`config.mk`:
```
export PLATFORM = sky130hd
export DESIGN_NAME = lcd_receiver
export DESIGN_NICKNAME = d
export VERILOG_FILES = /design/src/rtl/lcd_receiver.sv
export SDC_FILE = /design/constraint.sdc
export NUM_CORES = 1
export LEC_CHECK = 0
export ABC_AREA = 1
export ABC_CLOCK_PERIOD_IN_PS = 2440
export CAP_MARGIN = 20
export CELL_PAD_IN_SITES_DETAIL_PLACEMENT = 0
export CELL_PAD_IN_SITES_GLOBAL_PLACEMENT = 1
export CORE_ASPECT_RATIO = 1.1
export CORE_MARGIN = 2
export CORE_UTILIZATION = 44
export CTS_CLUSTER_DIAMETER = 80
export CTS_CLUSTER_SIZE = 40
export DETAILED_ROUTE_END_ITERATION = 10
export PLACE_DENSITY = 0.92
export SETUP_SLACK_MARGIN = 0.3
export SLEW_MARGIN = 0
export SYNTH_ARGS = -nofsm -noshare
export SYNTH_HDL_FRONTEND = slang
export SYNTH_SLANG_ARGS = --single-unit
```
`constraint.sdc`:
```
create_clock -name clk -period 2.44 [get_ports clk]
set_input_delay 0.366 -clock clk [delete_from_list [all_inputs] [get_ports clk]]
set_output_delay 0.366 -clock clk [all_outputs]
set_load 0.005 [all_outputs]
```
`src/rtl/lcd_receiver.sv`:
```
// Two-chip LCD panel bus receiver: captures driver transfers on the en strobe and turns them
// into frame-buffer writes, per-chip display state and status read-back.
module lcd_receiver (
    input  logic        clk,
    input  logic        rstn,
    input  logic [7:0]  db_i,
    input  logic        dori_i,
    input  logic [1:0]  cs_i,
    input  logic        en_i,
    input  logic        rw_i,
    input  logic        rst_i,
    output logic        fb_we_o,
    output logic [9:0]  fb_addr_o,
    output logic [7:0]  fb_data_o,
    output logic [1:0]  disp_on_o,
    output logic [11:0] start_line_o,
    output logic        frame_done_o,
    output logic [7:0]  db_o,
    output logic        db_oe_o
);
    logic            en_q;
    logic [7:0]      cap_db;
    logic            cap_dori;
    logic            cap_rw;
    logic [1:0]      cap_cs;
    logic [1:0][5:0] col;
    logic [1:0][2:0] page;
    logic [1:0][5:0] start_line;
    logic            chip1_pending;
    logic [7:0]      chip1_data;

    logic fall;
    logic is_disp;
    logic is_col;
    logic is_page;
    logic is_line;
    logic status_chip;

    assign start_line_o = start_line;

    always_comb begin
        fall        = en_q & ~en_i;
        is_disp     = (cap_db[7:1] == 7'b0011111);
        is_col      = (cap_db[7:6] == 2'b01);
        is_page     = (cap_db[7:3] == 5'b10111);
        is_line     = (cap_db[7:6] == 2'b11);
        status_chip = ~cap_cs[0];
    end

    // The bus is sampled while en is high; execution uses only these copies.
    always_ff @(posedge clk or negedge rstn) begin
        if (!rstn) begin
            en_q     <= 1'b0;
            cap_db   <= '0;
            cap_dori <= 1'b0;
            cap_rw   <= 1'b0;
            cap_cs   <= '0;
        end else begin
            en_q <= en_i;
            if (en_i) begin
                cap_db   <= db_i;
                cap_dori <= dori_i;
                cap_rw   <= rw_i;
                cap_cs   <= cs_i;
            end
        end
    end

    always_ff @(posedge clk or negedge rstn) begin
        if (!rstn) begin
            col           <= '0;
            page          <= '0;
            start_line    <= '0;
            disp_on_o     <= '0;
            fb_we_o       <= 1'b0;
            fb_addr_o     <= '0;
            fb_data_o     <= '0;
            frame_done_o  <= 1'b0;
            db_o          <= '0;
            db_oe_o       <= 1'b0;
            chip1_pending <= 1'b0;
            chip1_data    <= '0;
        end else begin
            fb_we_o       <= 1'b0;
            frame_done_o  <= 1'b0;
            db_o          <= '0;
            db_oe_o       <= 1'b0;
            chip1_pending <= 1'b0;

            // Second half of a both-chip data write; a panel reset in between cancels it.
            if (chip1_pending && !rst_i) begin
                fb_we_o   <= 1'b1;
                fb_addr_o <= {1'b1, page[1], col[1]};
                fb_data_o <= chip1_data;
                col[1]    <= col[1] + 6'd1;
            end

            if (fall && (cap_cs != 2'b00)) begin
                if (cap_rw) begin
                    db_oe_o <= 1'b1;
                    if (!cap_dori)
                        db_o <= {2'b00, ~disp_on_o[status_chip], rst_i, 4'b0000};
                end else if (!rst_i) begin
                    if (cap_dori) begin
                        fb_we_o   <= 1'b1;
                        fb_data_o <= cap_db;
                        if (cap_cs[0]) begin
                            fb_addr_o     <= {1'b0, page[0], col[0]};
                            col[0]        <= col[0] + 6'd1;
                            chip1_pending <= cap_cs[1];
                            chip1_data    <= cap_db;
                        end else begin
                            fb_addr_o <= {1'b1, page[1], col[1]};
                            col[1]    <= col[1] + 6'd1;
                        end
                    end else begin
                        for (int c = 0; c < 2; c++) begin
                            if (cap_cs[c]) begin
                                if (is_disp) disp_on_o[c]  <= cap_db[0];
                                if (is_col)  col[c]        <= cap_db[5:0];
                                if (is_page) page[c]       <= cap_db[2:0];
                                if (is_line) start_line[c] <= cap_db[5:0];
                            end
                        end
                        if (is_disp && cap_db[0])
                            frame_done_o <= 1'b1;
                    end
                end
            end

            // Panel reset pins all per-chip state at zero for as long as it is held.
            if (rst_i) begin
                disp_on_o  <= '0;
                col        <= '0;
                page       <= '0;
                start_line <= '0;
            end
        end
    end
endmodule

```
-- Yosys cells after proc, flatten, opt, wreduce, memory -nomap -nowiden
Index checks and enable logic that the tools add are counted.
- bits of input ports: 16
- register bits after elaboration: 83
- output and inout port bits: 43
- word-level logic and storage cells: 121
- bitwise operators: 6
- eq/ne operators: 6
- add/subtract/negate cells: 2
- order comparisons: 1
- multiplexer cells: 65
- reductions and logical operators: 20
- operators by type and width (kind ; number):
    2-to-1 mux 6 bit ; 17
    2-to-1 mux 12 bit ; 8
    2-to-1 mux 10 bit ; 6
    2-to-1 mux 8 bit ; 5
    AND reduction 5 bit ; 7
    2-to-1 mux 1 bit ; 22
    nonzero test 2 bit ; 7
    adder 6 x 1 -> 6 bit (second input constant) ; 2
    2-to-1 mux 3 bit ; 3
    2-to-1 mux 2 bit ; 4
    == test 7 x 5 -> 1 bit (second input constant) ; 1
    == test 5 bit (second input constant) ; 1
    NOT 1 bit ; 5
    != test 2 bit (second input constant) ; 2
    AND reduction 4 bit ; 1
    logical AND 1 bit ; 3
    nonzero test 3 bit ; 1
    == test 2 x 1 -> 1 bit (second input constant) ; 1
    == test 2 bit (second input constant) ; 1
    < comparator 1 x 2 -> 1 bit (second input constant) ; 1
    AND 1 bit ; 1
    logical NOT 1 bit ; 1

-- Logic depth before layout (Yosys ltp)
Gate-level depths: netlist of the first run.
- depth in word-level cells: 9
- mapped depth: 10
- depth with buffers taken out: 10

-- Least setup slack after synthesis of the first run
No wires, ideal clock.
- kind: reg2reg
- start point: register cap_cs[0]
- end point: register fb_addr_o[0]
- data arrival time: 1.302 ns
- library setup time: 0.122 ns
- stages on the path, launching flop included: 9
- buffers on the path: 2
- slack: 1.015 ns
- cells stage by stage: dfrtp_1 buf_6 o211ai_4 nor2_8 nand2_4 buf_6 nand2_1 a21oi_1 a21oi_1
- longest elaborated chain between the ends: 5
- ends and longest elaborated chain (item ; line ; RTL):
    start: declaration ; 25 ; logic [1:0] cap_cs;
    start signal: assignment ; 64 ; cap_cs <= cs_i;
    2-to-1 mux 10 bit ; 107 ; if (cap_cs[0]) begin
    2-to-1 mux 10 bit ; 104 ; if (cap_dori) begin
    2-to-1 mux 10 bit ; 103 ; end else if (!rst_i) begin
    2-to-1 mux 10 bit ; 99 ; if (cap_rw) begin
    2-to-1 mux 10 bit (*) ; 98 ; if (fall && (cap_cs != 2'b00)) begin
    end signal: assignment ; 93 ; fb_addr_o <= {1'b1, page[1], col[1]};
    end signal: assignment ; 108 ; fb_addr_o <= {1'b0, page[0], col[0]};
    end signal: assignment ; 113 ; fb_addr_o <= {1'b1, page[1], col[1]};
    end: declaration ; 13 ; output logic [9:0] fb_addr_o,
Mark *: on every way between the ends. The rest lies on a longest branch, timed or not.
A chain may end at the register's enable or synchronous reset.

-- Final worst setup path of the first run
- start point: register cap_cs[0]
- end point: register fb_addr_o[9]
Same word-level chain as after synthesis.

==> results of run 1 <==
[Yosys cell counts, types with 5 or more instances]
| library cell | n | area (sq um) |
|---|---|---|
| o21ai_0 | 35 | 175 |
| a21oi_1 | 17 | 85.1 |
| nor3_1 | 6 | 30.0 |
| o21ai_1 | 26 | 130 |
| o21ai_2 | 6 | 52.6 |
| dfrtp_1 | 77 | 1930 |
| inv_2 | 5 | 18.8 |
| nor2_1 | 24 | 90.1 |
| buf_4 | 10 | 75.1 |
| buf_6 | 7 | 78.8 |
| nand2_1 | 135 | 507 |
| a22oi_1 | 8 | 60.1 |
| o22ai_1 | 7 | 43.8 |
| nand3_1 | 17 | 85.1 |
| inv_1 | 45 | 169 |
[routing by layer]
layer / up-vias / share of wire / routed length, microns
met3: 12 / 0.036 / 339
met1: 1567 / 0.46 / 4310
met2: 63 / 0.49 / 4620
met5: - / 0 / 0
li1: 1624 / - / -
met4: 0 / 0.015 / 145
[cells in the final DEF, fill, tap and decap left out, types with 2 or more instances in the layout]
master	n
nor2_1	24
nand2_1	135
ha_1	2
o21ai_2	6
a21oi_2	2
o21ai_1	26
o21ai_0	35
inv_4	3
nor2_4	3
inv_1	45
nor3_2	2
a22oi_1	8
o21bai_1	2
bufinv_16	3
a21oi_1	17
nand2_4	2
inv_2	5
nand3_1	17
clkdlybuf4s50_1	51
clkbuf_8	9
o22ai_1	7
dfrtp_1	77
nand2_2	4
xor2_1	3
buf_4	7
nor3_1	6
conb_1	6
nor2_8	2
nand4_1	2
[worst max-delay path, cell delays in order, from the launching register on]
cell and delay [ns]:
dfrtp_1 0.55, o211ai_4 0.51, nor2_8 0.08, nand2_4 0.18, nand2_1 0.13, o21ai_0 0.18, inv_1 0.05
[state kept, by name, summed over array words and instances (netlist names), 2 cells and up]
name	count
col	12
start_line_o	12
fb_addr_o	10
cap_db	8
chip1_data	8
fb_data_o	8
page	6
cap_cs	2
db_o	2
disp_on_o	2
[area by class of cell]
class / count / area (sq um) / area share
flip-flops and latches: 77 / 1930 / 0.405
repair buffers: 59 / 583 / 0.123
multi-input cells: 323 / 1650 / 0.348
clock inverters: 6 / 111 / 0.0234
well taps: 114 / 143 / 0.0300
inverters: 53 / 206 / 0.0434
clock buffers: 10 / 128 / 0.0269
[final timing paths]
check                                     start               to  slack (ns)  cells after the start
worst max register to register        cap_cs[0]     fb_addr_o[9]        0.66                      6
worst max-delay path                  cap_cs[0]     fb_addr_o[9]        0.66                      6
min in group clk                start_line_o[7]  start_line_o[7]        0.49                      2
worst min-delay path                       rstn          fb_we_o     0.00006                      2
worst min register to register  start_line_o[7]  start_line_o[7]        0.49                      2
max in group asynchronous                  rstn        cap_db[7]        2.07                      2
[through the flow]
| stage | util | cells | area (sq um) |
|---|---|---|---|
| floorplan | - | 478 | 3980 |
| global placement | 0.514 | 626 | 4510 |
| detailed placement | 0.514 | 626 | 4510 |
| CTS | 0.541 | 642 | 4750 |
| global route | 0.541 | 642 | 4750 |
| finish | 0.541 | 642 | 4750 |
[report_power, final]
part,leakage (nW),internal (mW),total [mW],switching (mW)
registers,0.975,1.47,1.60,0.132
logic,1.11,0.380,0.734,0.354
clock network,0.116,0.680,1.17,0.488
total,2.20,2.53,3.50,0.975
[cells by family (layout without fill, tap and decap cells)]
| kind of cell | count (synthesis) | in the layout | synth area share |
|---|---|---|---|
| other | 1 | 6 | 0.000948 |
| adders and majority gates | 2 | 2 | 0.00632 |
| and+or+nand+nor | 202 | 202 | 0.228 |
| AOI/OAI and AO/OA | 109 | 109 | 0.169 |
| buffers and inverters | 78 | 128 | 0.0996 |
| xor gates and xnor gates | 3 | 3 | 0.00664 |
| DFF | 77 | 77 | 0.487 |
| muxes | 1 | 1 | 0.00253 |
==> out/qor.yml, run 1 <==
status: "finished clean"
fin_setup_tns_ns: 0
grt_pass1_vias: 3147
initial_core_util: 0.450
insertion_delay_ns: 0.35
via_per_inst: 5.09
final_nets: 541
drt-wirelength-per-cell_microns: 14.7
drc_errors: 0
use_met3: 0.0384
die_y_microns: 103
leakage_nw: 2.20
num_rows: 36
cts_root_buf: "clkbuf_8"
dpl_worst_slack_ns: 0.360
cp.required_ns: 2.68
synth_ff_type: "dfrtp_1"
ctsResizeCount: 0
endpoint_kind: "register"
finalSetupViolCount: 0
die_area_sq_um: 9770
cts_hold_buf: 0
period_needed_ns: 1.78
irDropWorstVdd_v: 0.000311
hpwl_mm: 6.57
io_pins: 59
place.port_buffers: 52
antenna_found_initial: 0
nFillCells: 826
vias: 3266
fin_crit_sh: 0.729
rsz0062_at_grt: "false"
hold_class: "in2async"
ys_warn_count: 0
max_slew_margin: 0.664
clock-skew-final_ns: 0.00982
hold_ws_ns: 0.0000572
h-tree-depth: 3
worst_pin_slew_ns: 0.501
power_mw: 3.50
gr-usage-met1: 0.284
ys_seq_elements: 77
post_cts_buffers: 0
track_usage: 0.211
async_flop_share: 1.00
ys_types: 43
wirelength_mm: 9.42
dr.pass1.iters: 5
die_x_microns: 94.4
maxCapViolCount: 0
clk_pin_slew_ns: 0.08
powerDensity_nw_per_um2: 737
slew_violations: 0
critPathLaunchType: "register"
drive_gt1_frac: 0.114
syn_inst: 473
tritoncts: "done"
core_sq_um: 8780
syn_area_per_cell_sq_um: 8.36
first_iter_violations: 217
critPathArrivalTime_ns: 2.02
path_class: "reg2reg"
cp_max_fo: 12
synth_edf_count: 0
diodes: 0
place_congestion: 0.893
grt_pass1_wl_mm: 15.9
final.setup.worst_slack_ns: 0.661
yosysSeqAreaShare: 0.487
cts_buffers: 9
grt.busiest_layer: "met2"
synthesis.area_sq_um: 3960
drtAntennaViolNets: 0
overflow: 0
clk_path_buf_depth: 2
max_freq_mhz: 562
grt_max_degree: 78
met2_usage: 0.352
area_growth_pct: 20.1
hold_viol: 0
cts_sinks: 77
Power figures use the tool's default switching activity.
==> run 2: changes to the inputs <==
--- a/config.mk
+++ b/config.mk
@@ -6,17 +6,17 @@
 export NUM_CORES = 1
 export LEC_CHECK = 0
 export ABC_AREA = 1
-export ABC_CLOCK_PERIOD_IN_PS = 2440
+export ABC_CLOCK_PERIOD_IN_PS = 1500
 export CAP_MARGIN = 20
 export CELL_PAD_IN_SITES_DETAIL_PLACEMENT = 0
 export CELL_PAD_IN_SITES_GLOBAL_PLACEMENT = 1
 export CORE_ASPECT_RATIO = 1.1
 export CORE_MARGIN = 2
-export CORE_UTILIZATION = 44
+export CORE_UTILIZATION = 37
 export CTS_CLUSTER_DIAMETER = 80
 export CTS_CLUSTER_SIZE = 40
 export DETAILED_ROUTE_END_ITERATION = 10
-export PLACE_DENSITY = 0.92
+export PLACE_DENSITY = 0.83
 export SETUP_SLACK_MARGIN = 0.3
 export SLEW_MARGIN = 0
 export SYNTH_ARGS = -nofsm -noshare
==> constraint.sdc (replaced) <==
create_clock -name clk -period 1.5 [get_ports clk]
set_input_delay 0.225 -clock clk [delete_from_list [all_inputs] [get_ports clk]]
set_output_delay 0.225 -clock clk [all_outputs]
set_load 0.005 [all_outputs]
==> run 2 against run 1 <==
Compared with the run above:
- final area grew 25%
- register-to-register slack got worse by 0.65 ns
- clock-buffer cell count is the same
- cell count is 14% higher
- die area increased by 18%
- sequential power grew 64%
- critical path type unchanged
- critical endpoint is now col[3]
- largest power group unchanged
==> out/qor.yml, run 2 (synthesis results as in run 1) <==
drtAntennaViolNets: 0  # unchanged
hpwl_mm: 7.46  # +14%
status: "finished clean"
initial_core_util: 0.381  # -0.0698
critPathLaunchType: "register"
max_freq_mhz: 669  # +19%
irDropWorstVdd_v: 0.000601  # +93%
vias: 3615  # +11%
wirelength_mm: 11.3  # +20%
hold_class: "in2reg"
nFillCells: 879  # +6.4%
endpoint_kind: "register"
final.setup.worst_slack_ns: 0.00572  # -0.655 ns
max_stage_delay_ns: 0.44  # -0.11 ns
slew_violations: 0  # unchanged
layout_common_cells: "99 x nand2_1, 70 x dfrtp_1, 51 x buf_4, 40 x inv_1, 32 x clkdlybuf4s15_1"
antenna_found_initial: 0  # unchanged
place.port_buffers: 52  # unchanged
via_per_inst: 4.92  # -3.3%
grt_max_degree: 45  # -42%
num_rows: 39  # +8.3%
cp_max_fo: 5  # -7
core_sq_um: 10400  # +18%
maxCapViolCount: 0  # unchanged
grt_pass1_wl_mm: 17.9  # +13%
io_pins: 59  # unchanged
powerDensity_nw_per_um2: 1100  # +49%
first_iter_violations: 248  # +14%
die_y_microns: 112  # +8.7%
crit_start: "cap_rw"
path_class: "reg2reg"
period_needed_ns: 1.49  # -0.285 ns
track_usage: 0.202  # -0.00922
drt-wirelength-per-cell_microns: 15.4  # +4.8%
ff2ff_setup_slack_ns: 0.006  # -0.65 ns
tritoncts: "done"
final_nets: 605  # +12%
utilization: 0.570  # +0.0295
diodes: 0  # unchanged
grt_pass1_vias: 3566  # +13%
die_area_sq_um: 11500  # +18%
cts_sinks: 77  # unchanged
die_x_microns: 103  # +8.7%
rsz0062_at_grt: "true"
fin_area_sq_um: 5930  # +25%
post_dp_cell_area_sq_um: 4830  # +7.0%
leakage_nw: 2.76  # +25%
clk_path_buf_depth: 2  # unchanged
h-tree-depth: 3  # unchanged
drive_gt1_frac: 0.356  # +0.243
cts_root_buf: "clkbuf_16"
cp_top_family: "simple AND/OR/NAND/NOR gates"
dpl_worst_slack_ns: -0.339  # -0.698 ns
insertion_delay_ns: 0.34  # about the same
finalSetupViolCount: 0  # unchanged
cp.buffers_inverters: 3  # +2
critPathArrivalTime_ns: 1.77  # -0.25 ns
area_growth_pct: 49.9
fin_crit_sh: 0.996  # +0.267
cp.required_ns: 1.78  # -0.90 ns
layout_commonest_cell: "nand2_1"
r2r_start: "cap_rw"
clk_pin_slew_ns: 0.06  # -0.02 ns
clock-skew-final_ns: 0.00669  # -0.00313 ns
crit_slowest_cell: "dfrtp_2"
drc_errors: 0  # unchanged
overflow: 0  # unchanged
path_cells: "buf_6 -> o21ai_4 -> nand2_2 -> nor2_4 -> clkinv_4 -> nor2_2 -> a21oi_2 -> inv_1"
place_congestion: 0.841  # -5.8%
hold_viol: 0  # unchanged
dr.pass1.iters: 4  # -1
hold_start: "en_i"
cts_buffers: 9  # unchanged
-- run 2: worst register-to-register path, cell delays in order, from the launching register on --
cell      delay [ns]
dfrtp_2         0.44
buf_6           0.13
o21ai_4         0.16
nand2_2         0.11
nor2_4          0.20
clkinv_4        0.13
nor2_2          0.18
a21oi_2         0.04
inv_1           0.05
-- run 2: final cells by class --
class                   count  area [sq um]  area share
flip-flops and latches     77          1940       0.327
clock inverters             6          87.6      0.0148
repair buffers            118          1100       0.185
multi-input cells         326          2140       0.361
well taps                 143           179      0.0302
inverters                  53           239      0.0403
clock buffers              10           229      0.0386
repair inverters            2          17.5     0.00295
-- run 2: timing repair --
item,4_1_cts,5_1_grt
buffers inserted,22,6
pin swaps,11,21
setup endpoints to repair,100,76
endpoints found under the hold margin,16,0
gates cloned,4,1
hold buffers,1,0
resized for setup,126,95
-- run 2: where the power goes --
part	internal (mW)	switching [mW]	total [mW]
registers	2.40	0.224	2.62
logic	0.814	0.796	1.61
clock network	1.45	0.837	2.29
total	4.66	1.86	6.52
-- run 2: stage by stage --
stage | std cells | hold WS (ns) | power [mW] | TNS, ns
finish | 735 | 0.240 | 6.52 | 0
global route | 735 | 0.243 | 6.86 | -0.494
CTS | 728 | 0.237 | 6.34 | 0
detailed placement | 685 | 0.112 | 3.91 | -14.01
global placement | 685 | 0.111 | 3.88 | -12.70
floorplan | 478 | -0.0706 | 3.24 | 0
-- run 2: path summary, 6_finish.rpt --
path,to,depth (start not counted)
setup / recovery,col[3],8
hold / removal,en_q,1
setup reg to reg,col[3],8
hold reg to reg,fb_addr_o[9],2
max in group asynchronous,col[8],3
min in group asynchronous,fb_data_o[5],2
-- run 2: routing by layer --
layer / up-vias / share of wire / GRT usage
met5: - / 0 / 0
met1: 1743 / 0.41 / 0.262
li1: 1762 / - / -
met2: 89 / 0.52 / 0.321
met3: 21 / 0.041 / 0.0467
met4: 0 / 0.031 / 0.0898
==> run 3: changes to the inputs <==
--- a/config.mk
+++ b/config.mk
@@ -11,14 +11,15 @@
 export CELL_PAD_IN_SITES_DETAIL_PLACEMENT = 0
 export CELL_PAD_IN_SITES_GLOBAL_PLACEMENT = 1
 export CORE_ASPECT_RATIO = 1.1
-export CORE_MARGIN = 2
+export CORE_MARGIN = 3
 export CORE_UTILIZATION = 37
 export CTS_CLUSTER_DIAMETER = 80
 export CTS_CLUSTER_SIZE = 40
 export DETAILED_ROUTE_END_ITERATION = 10
 export PLACE_DENSITY = 0.83
 export SETUP_SLACK_MARGIN = 0.3
-export SLEW_MARGIN = 0
+export SKIP_LAST_GASP = 1
+export SLEW_MARGIN = 20
 export SYNTH_ARGS = -nofsm -noshare
 export SYNTH_HDL_FRONTEND = slang
 export SYNTH_SLANG_ARGS = --single-unit
==> run 3 against run 2 <==
Compared with the run above:
- the run now ends with negative setup slack left
- core utilization is 0.22 points lower
- first-iteration DRC count is 29% lower
- sequential share of layout area is 0.92 points higher
- routed wire length is 4.4% higher
- flip-flop and latch count stayed put
- power is 8.4% lower
- largest cell class unchanged
==> out/qor.yml, run 3 (synthesis results as in run 1) <==
tritoncts: "done"
antenna_found_initial: 0  # unchanged
critPathArrivalTime_ns: 1.75  # -0.02 ns
drt-wirelength-per-cell_microns: 15.9  # +3.5%
initial_core_util: 0.391  # +0.0100
hpwl_mm: 7.83  # +5.0%
irDropWorstVdd_v: 0.000622  # +3.6%
clk_pin_slew_ns: 0.08  # +0.02 ns
rsz0062_at_grt: "true"
diodes: 0  # unchanged
drtAntennaViolNets: 0  # unchanged
period_needed_ns: 1.50  # +0.00675 ns
powerDensity_nw_per_um2: 1040  # -5.6%
area_growth_pct: 45.5
die_y_microns: 114  # +1.8%
place.port_buffers: 52  # unchanged
max_freq_mhz: 666  # -0.45%
layout_commonest_cell: "nand2_1"
leakage_nw: 2.75  # -0.25%
finalSetupViolCount: 1  # +1
h-tree-depth: 3  # unchanged
final.setup.worst_slack_ns: -0.00103  # -0.00675 ns
vias: 3668  # +1.5%
violations: "negative setup slack"
die_area_sq_um: 12000  # +3.8%
grt_pass1_vias: 3717  # +4.2%
io_pins: 59  # unchanged
grt_pass1_wl_mm: 18.8  # +4.8%
clk_path_buf_depth: 2  # unchanged
hold_class: "in2reg"
core_sq_um: 10100  # -2.6%
die_x_microns: 105  # +1.9%
dr.pass1.iters: 4  # unchanged
overflow: 0  # unchanged
path_class: "reg2reg"
fin_setup_tns_ns: -0.00103  # -0.00103 ns
drc_errors: 0  # unchanged
clock-skew-final_ns: 0.00650  # -0.000193 ns
cts_buffers: 9  # unchanged
fin_crit_sh: 1.00  # +0.00450
cts_sinks: 77  # unchanged
track_usage: 0.199  # -0.00341
place_congestion: 0.873  # +3.9%
grt_max_degree: 35  # -22%
dpl_worst_slack_ns: -0.353  # -0.0147 ns
num_rows: 38  # -2.6%
slew_violations: 0  # unchanged
wirelength_mm: 11.8  # +4.4%
status: "finished, violations left"
critPathLaunchType: "register"
cts_root_buf: "clkbuf_8"
endpoint_kind: "register"
maxCapViolCount: 0  # unchanged
cp_max_fo: 4  # -1
cp.required_ns: 1.75  # -0.03 ns
insertion_delay_ns: 0.37  # +0.03 ns
first_iter_violations: 176  # -29%
hold_viol: 0  # unchanged
final_nets: 615  # +1.7%
drive_gt1_frac: 0.422  # +0.0655
via_per_inst: 4.94  # +0.51%
layout_common_cells: "96 x nand2_1, 71 x dfrtp_1, 63 x buf_4, 40 x inv_1, 27 x nand2_2"
==> run 3: worst paths after layout <==
kind	to	cells after the start	startpoint	slack (ns)
min in group asynchronous	cap_db[2]	2	rstn	0.26
min	en_q	1	en_i	0.1
max reg2reg	disp_on_o[1]	7	cap_rw	-0.001
max in group asynchronous	cap_cs[0]	3	rstn	0.71
min reg2reg	fb_addr_o[9]	2	fb_addr_o[9]	0.50
max	disp_on_o[1]	7	cap_rw	-0.001
==> run 3: final cells by class <==
class	count	area (sq um)
Fill cell	883	4370
Tap cell	140	175
Inverter	53	235
Timing Repair inverter	2	16.3
Timing Repair Buffer	128	1010
Multi-Input combinational cell	326	2160
Clock buffer	9	124
Clock inverter	7	98.8
Sequential cell	77	1930
==> run 3: through the flow <==
| step | area, sq um | power, mW | instances | utilization | hold slack (ns) |
|---|---|---|---|---|---|
| 2_1_floorplan | 4010 | 3.24 | 478 | - | -0.0706 |
| 3_3_place_gp | 4830 | 3.89 | 682 | 0.477 | 0.0986 |
| 3_5_place_dp | 4830 | 3.93 | 682 | 0.477 | 0.100 |
| 4_1_cts | 5490 | 5.86 | 735 | 0.542 | 0.258 |
| 5_1_grt | 5760 | 6.27 | 742 | 0.568 | 0.112 |
| 6_report | 5760 | 5.98 | 742 | 0.568 | 0.0977 |
==> run 3: timing repair <==
action | in CTS | in global routing
resized for setup | 182 | 81
endpoints found under the hold margin | 57 | 0
endpoints found under the setup margin | 98 | 76
gates cloned | 4 | 1
hold buffers | 1 | 0
pin swaps | 7 | 22
buffers inserted | 32 | 6
==> run 3: where the power goes <==
group	switching (mW)	internal (mW)	leakage [nW]	total, mW
clock network	0.848	0.945	0.110	1.79
registers	0.213	2.39	0.967	2.60
logic	0.812	0.770	1.67	1.58
==> run 3: metal layers <==
metal,routed length [microns],track usage,up-vias
met3,554,0.0327,15
met5,0,0,-
met4,231,0.0849,0
met2,5970,0.339,90
li1,-,-,1778
met1,5050,0.252,1785
==> run 3: critical path: stages (launching register included) <==
cell,delay (ns)
dfrtp_1,0.43
nor2_4,0.13
o211ai_4,0.14
o31ai_4,0.30
buf_6,0.18
nand2_4,0.06
nand2_2,0.08
o21ai_2,0.05
==> variant: new RTL, settings of run 3 <==
Register the output `fb_data_o` once more, with the module's reset; this adds one clock of latency there. The other outputs are not delayed to match.
--- a/src/rtl/lcd_receiver.sv
+++ b/src/rtl/lcd_receiver.sv
@@ -18,6 +18,8 @@
     output logic [7:0]  db_o,
     output logic        db_oe_o
 );
+
+    logic [7:0] fb_data_s0;
     logic            en_q;
     logic [7:0]      cap_db;
     logic            cap_dori;
@@ -74,7 +76,7 @@
             disp_on_o     <= '0;
             fb_we_o       <= 1'b0;
             fb_addr_o     <= '0;
-            fb_data_o     <= '0;
+            fb_data_s0    <= '0;
             frame_done_o  <= 1'b0;
             db_o          <= '0;
             db_oe_o       <= 1'b0;
@@ -91,7 +93,7 @@
             if (chip1_pending && !rst_i) begin
                 fb_we_o   <= 1'b1;
                 fb_addr_o <= {1'b1, page[1], col[1]};
-                fb_data_o <= chip1_data;
+                fb_data_s0 <= chip1_data;
                 col[1]    <= col[1] + 6'd1;
             end
 
@@ -103,7 +105,7 @@
                 end else if (!rst_i) begin
                     if (cap_dori) begin
                         fb_we_o   <= 1'b1;
-                        fb_data_o <= cap_db;
+                        fb_data_s0 <= cap_db;
                         if (cap_cs[0]) begin
                             fb_addr_o     <= {1'b0, page[0], col[0]};
                             col[0]        <= col[0] + 6'd1;
@@ -137,5 +139,13 @@
             end
         end
     end
+    always_ff @(posedge clk or negedge rstn) begin
+        if (!rstn) begin
+            fb_data_o <= '0;
+        end else begin
+            fb_data_o <= fb_data_s0;
+        end
+    end
+
 endmodule
 
Function: changed (a bounded check fails within 4 cycles, from zero or initial values and one cycle with rstn low).
==> variant against run 3 <==
  * Sequential cell count rose by 8
  * Combinational power about the same
  * Setup slack gained 0.064 ns
  * Area after synthesis is 1.9% higher
  * Cell area grew 7.3%
  * Power rose by 16%
  * Routed wire length fell by 4.0%
  * Cell count increased by 3.8%
  * Critical endpoint is now start_line_o[6]
  * Largest cell class is now sequential cells
  * Largest power group unchanged
==> variant: results (changes against run 3) <==
Outcome
  – Status: finished clean (was finished, violations left)

Critical path
  – Reg2reg path depth: 9 (was 7)
  – Cell family with most CP delay: simple AND/OR/NAND/NOR gates (was compound AO/OA/AOI/OAI gates)
  – Reg2Reg Setup Slack: 0.06 ns (was -0.001 ns)
  – Max incr delay on CP: 0.39 ns (was 0.43 ns)
  – Capturing point of the worst reg2reg path: start_line_o[6] (was disp_on_o[1])
  – R2R Path Start: cap_cs[0] (was cap_rw)
  – Largest fanout on the critical path: 5 (was 4)
  – Slowest library cell on the worst path: dfrtp_2 (was dfrtp_1)
  – Worst path arrival time: 1.67 ns (was 1.75 ns)

Place
  – Post-DP Area: 5080 um^2 (was 4830 um^2)
  – Placer congestion estimate: 0.851 (was 0.873)
  – DP HPWL: 7690 um (was 7830 um)
  – Port bufs: 52 (unchanged)

Global route
  – Pin count of the biggest net entering global routing: 86 (was 35)
  – First-pass GRT wire length: 18300 um (was 18800 um)
  – Total GRT Usage: 19.2% (was 19.9%)

Layout
  – Diode count: 0 (unchanged)
  – Share of cells above drive strength 1: 35.2% (was 42.2%)
  – Final #Nets: 641 (was 615)

Clocking
  – Clk_lat worst skew: 0.35 ns (was 0.37 ns)
  – Clock Tree Root: clkbuf_16 (was clkbuf_8)
  – Bufs on Longest Clock Path: 2 (unchanged)
  – Clock transition at path regs: 0.06 ns (was 0.08 ns)
  – H-tree depth: 3 (unchanged)
  – Total CTS buffers: 9 (unchanged)

Yosys
  – Ranking of synthesized cells by area: dfrtp_1 (53%), nand2_1 (13%), o21ai_0 (7.7%) (was dfrtp_1 (49%), nand2_1 (13%), o21ai_0 (4.4%))
  – Post-synth ARST share: 100% (unchanged)
  – Register area share after synthesis: 52.8% (was 48.7%)
  – Syn. warnings: 0 (unchanged)
  – Library cells used by synthesis: 35 (was 43)
  – Commonest cells post-synth: nand2_1 (142), dfrtp_1 (85), o21ai_0 (62) (was nand2_1 (135), dfrtp_1 (77), inv_1 (45))
  – Ys flop type: dfrtp_1 (unchanged)

Pwr
  – VDD IR max: 0.596 mV (was 0.622 mV)
  – Sw Ratio: 27.3% (was 31.3%)
  – Pleak: 2.93 nW (was 2.75 nW)

Hold path
  – Worst Hold Class: flip-flop to flip-flop (was primary input to flip-flop)
  – Cell count of the worst hold path: 0 (was 1)
  – Min-delay src: fb_data_s0[2] (was en_i)
  – Hold path endpoint: fb_data_o[2] (was en_q)

Route
  – Initial DRC count: 167 (was 176)
  – WL final: 11300 um (was 11800 um)
  – Vias post-DR: 3790 (was 3668)
  – Router iterations before antenna repair: 4 (unchanged)

STA
  – Worst Skew: 0.00387 ns (was 0.00650 ns)
  – Hold Slack: 0.368 ns (was 0.0977 ns)
[variant: area by class of cell]
class | count | area [um^2]
clock buffer | 12 | 256
clock inverter | 3 | 68.8
fill | 883 | 4320
inverter | 52 | 213
multi-input combinational | 331 | 1990
sequential | 85 | 2130
tap | 143 | 179
timing repair buffer | 142 | 1320
timing repair inverter | 2 | 15.0
[variant: cell families after synthesis]
kind of cell / synth area share, %
buf+inv: 7.70
simple gates: 24.2
flops: 52.8
compound gates: 13.7
xor+xnor: 0.652
fa+ha+maj: 0.621
other cells: 0.0930
mux: 0.248
[variant: worst max-delay path by stage]
stage | startpoint | to | cells past startpoint
after global placement | en_i | fb_addr_o[0] | 9
after floorplan | cap_cs[0] | start_line_o[6] | 9
final | cap_cs[0] | start_line_o[6] | 9
after global routing | cap_cs[0] | start_line_o[10] | 9
after CTS | cap_db[6] | page[3] | 7
after detailed placement | en_i | start_line_o[7] | 9
[variant: per-stage QoR]
step	TNS, ns	utilization [%]	setup slack, ns	std cells
finish	0	58.8	0.0633	770
global route	-0.407	58.8	-0.0586	770
CTS	0	56.4	0.107	760
detailed placement	-9.61	48.4	-0.218	710
global placement	-7.81	48.4	-0.175	710
floorplan	0	-	0.188	489
[variant: timing repair]
item	in CTS	in global routing
pin swaps	21	25
setup buffers	33	8
hold buffers	1	0
hold endpoints to repair	85	0
gates cloned	1	2
endpoints found under the setup margin	98	72
resized for setup	142	69
[variant: power by group through the flow]
stage / clock, mW / combinational [mW] / sequential (mW)
detailed placement: 0 / 1.32 / 2.93
global placement: 0 / 1.29 / 2.92
finish: 2.44 / 1.58 / 2.89
floorplan: 0 / 0.597 / 2.91
global route: 2.58 / 1.74 / 2.94
CTS: 2.48 / 1.46 / 2.89
[variant: routing by layer]
metal  part of all wire (%)  global-route usage (%)
met2                     51                    33.0
met3                    4.5                    3.12
met1                     42                    23.9
met4                    2.4                    8.89
met5                      0                       0
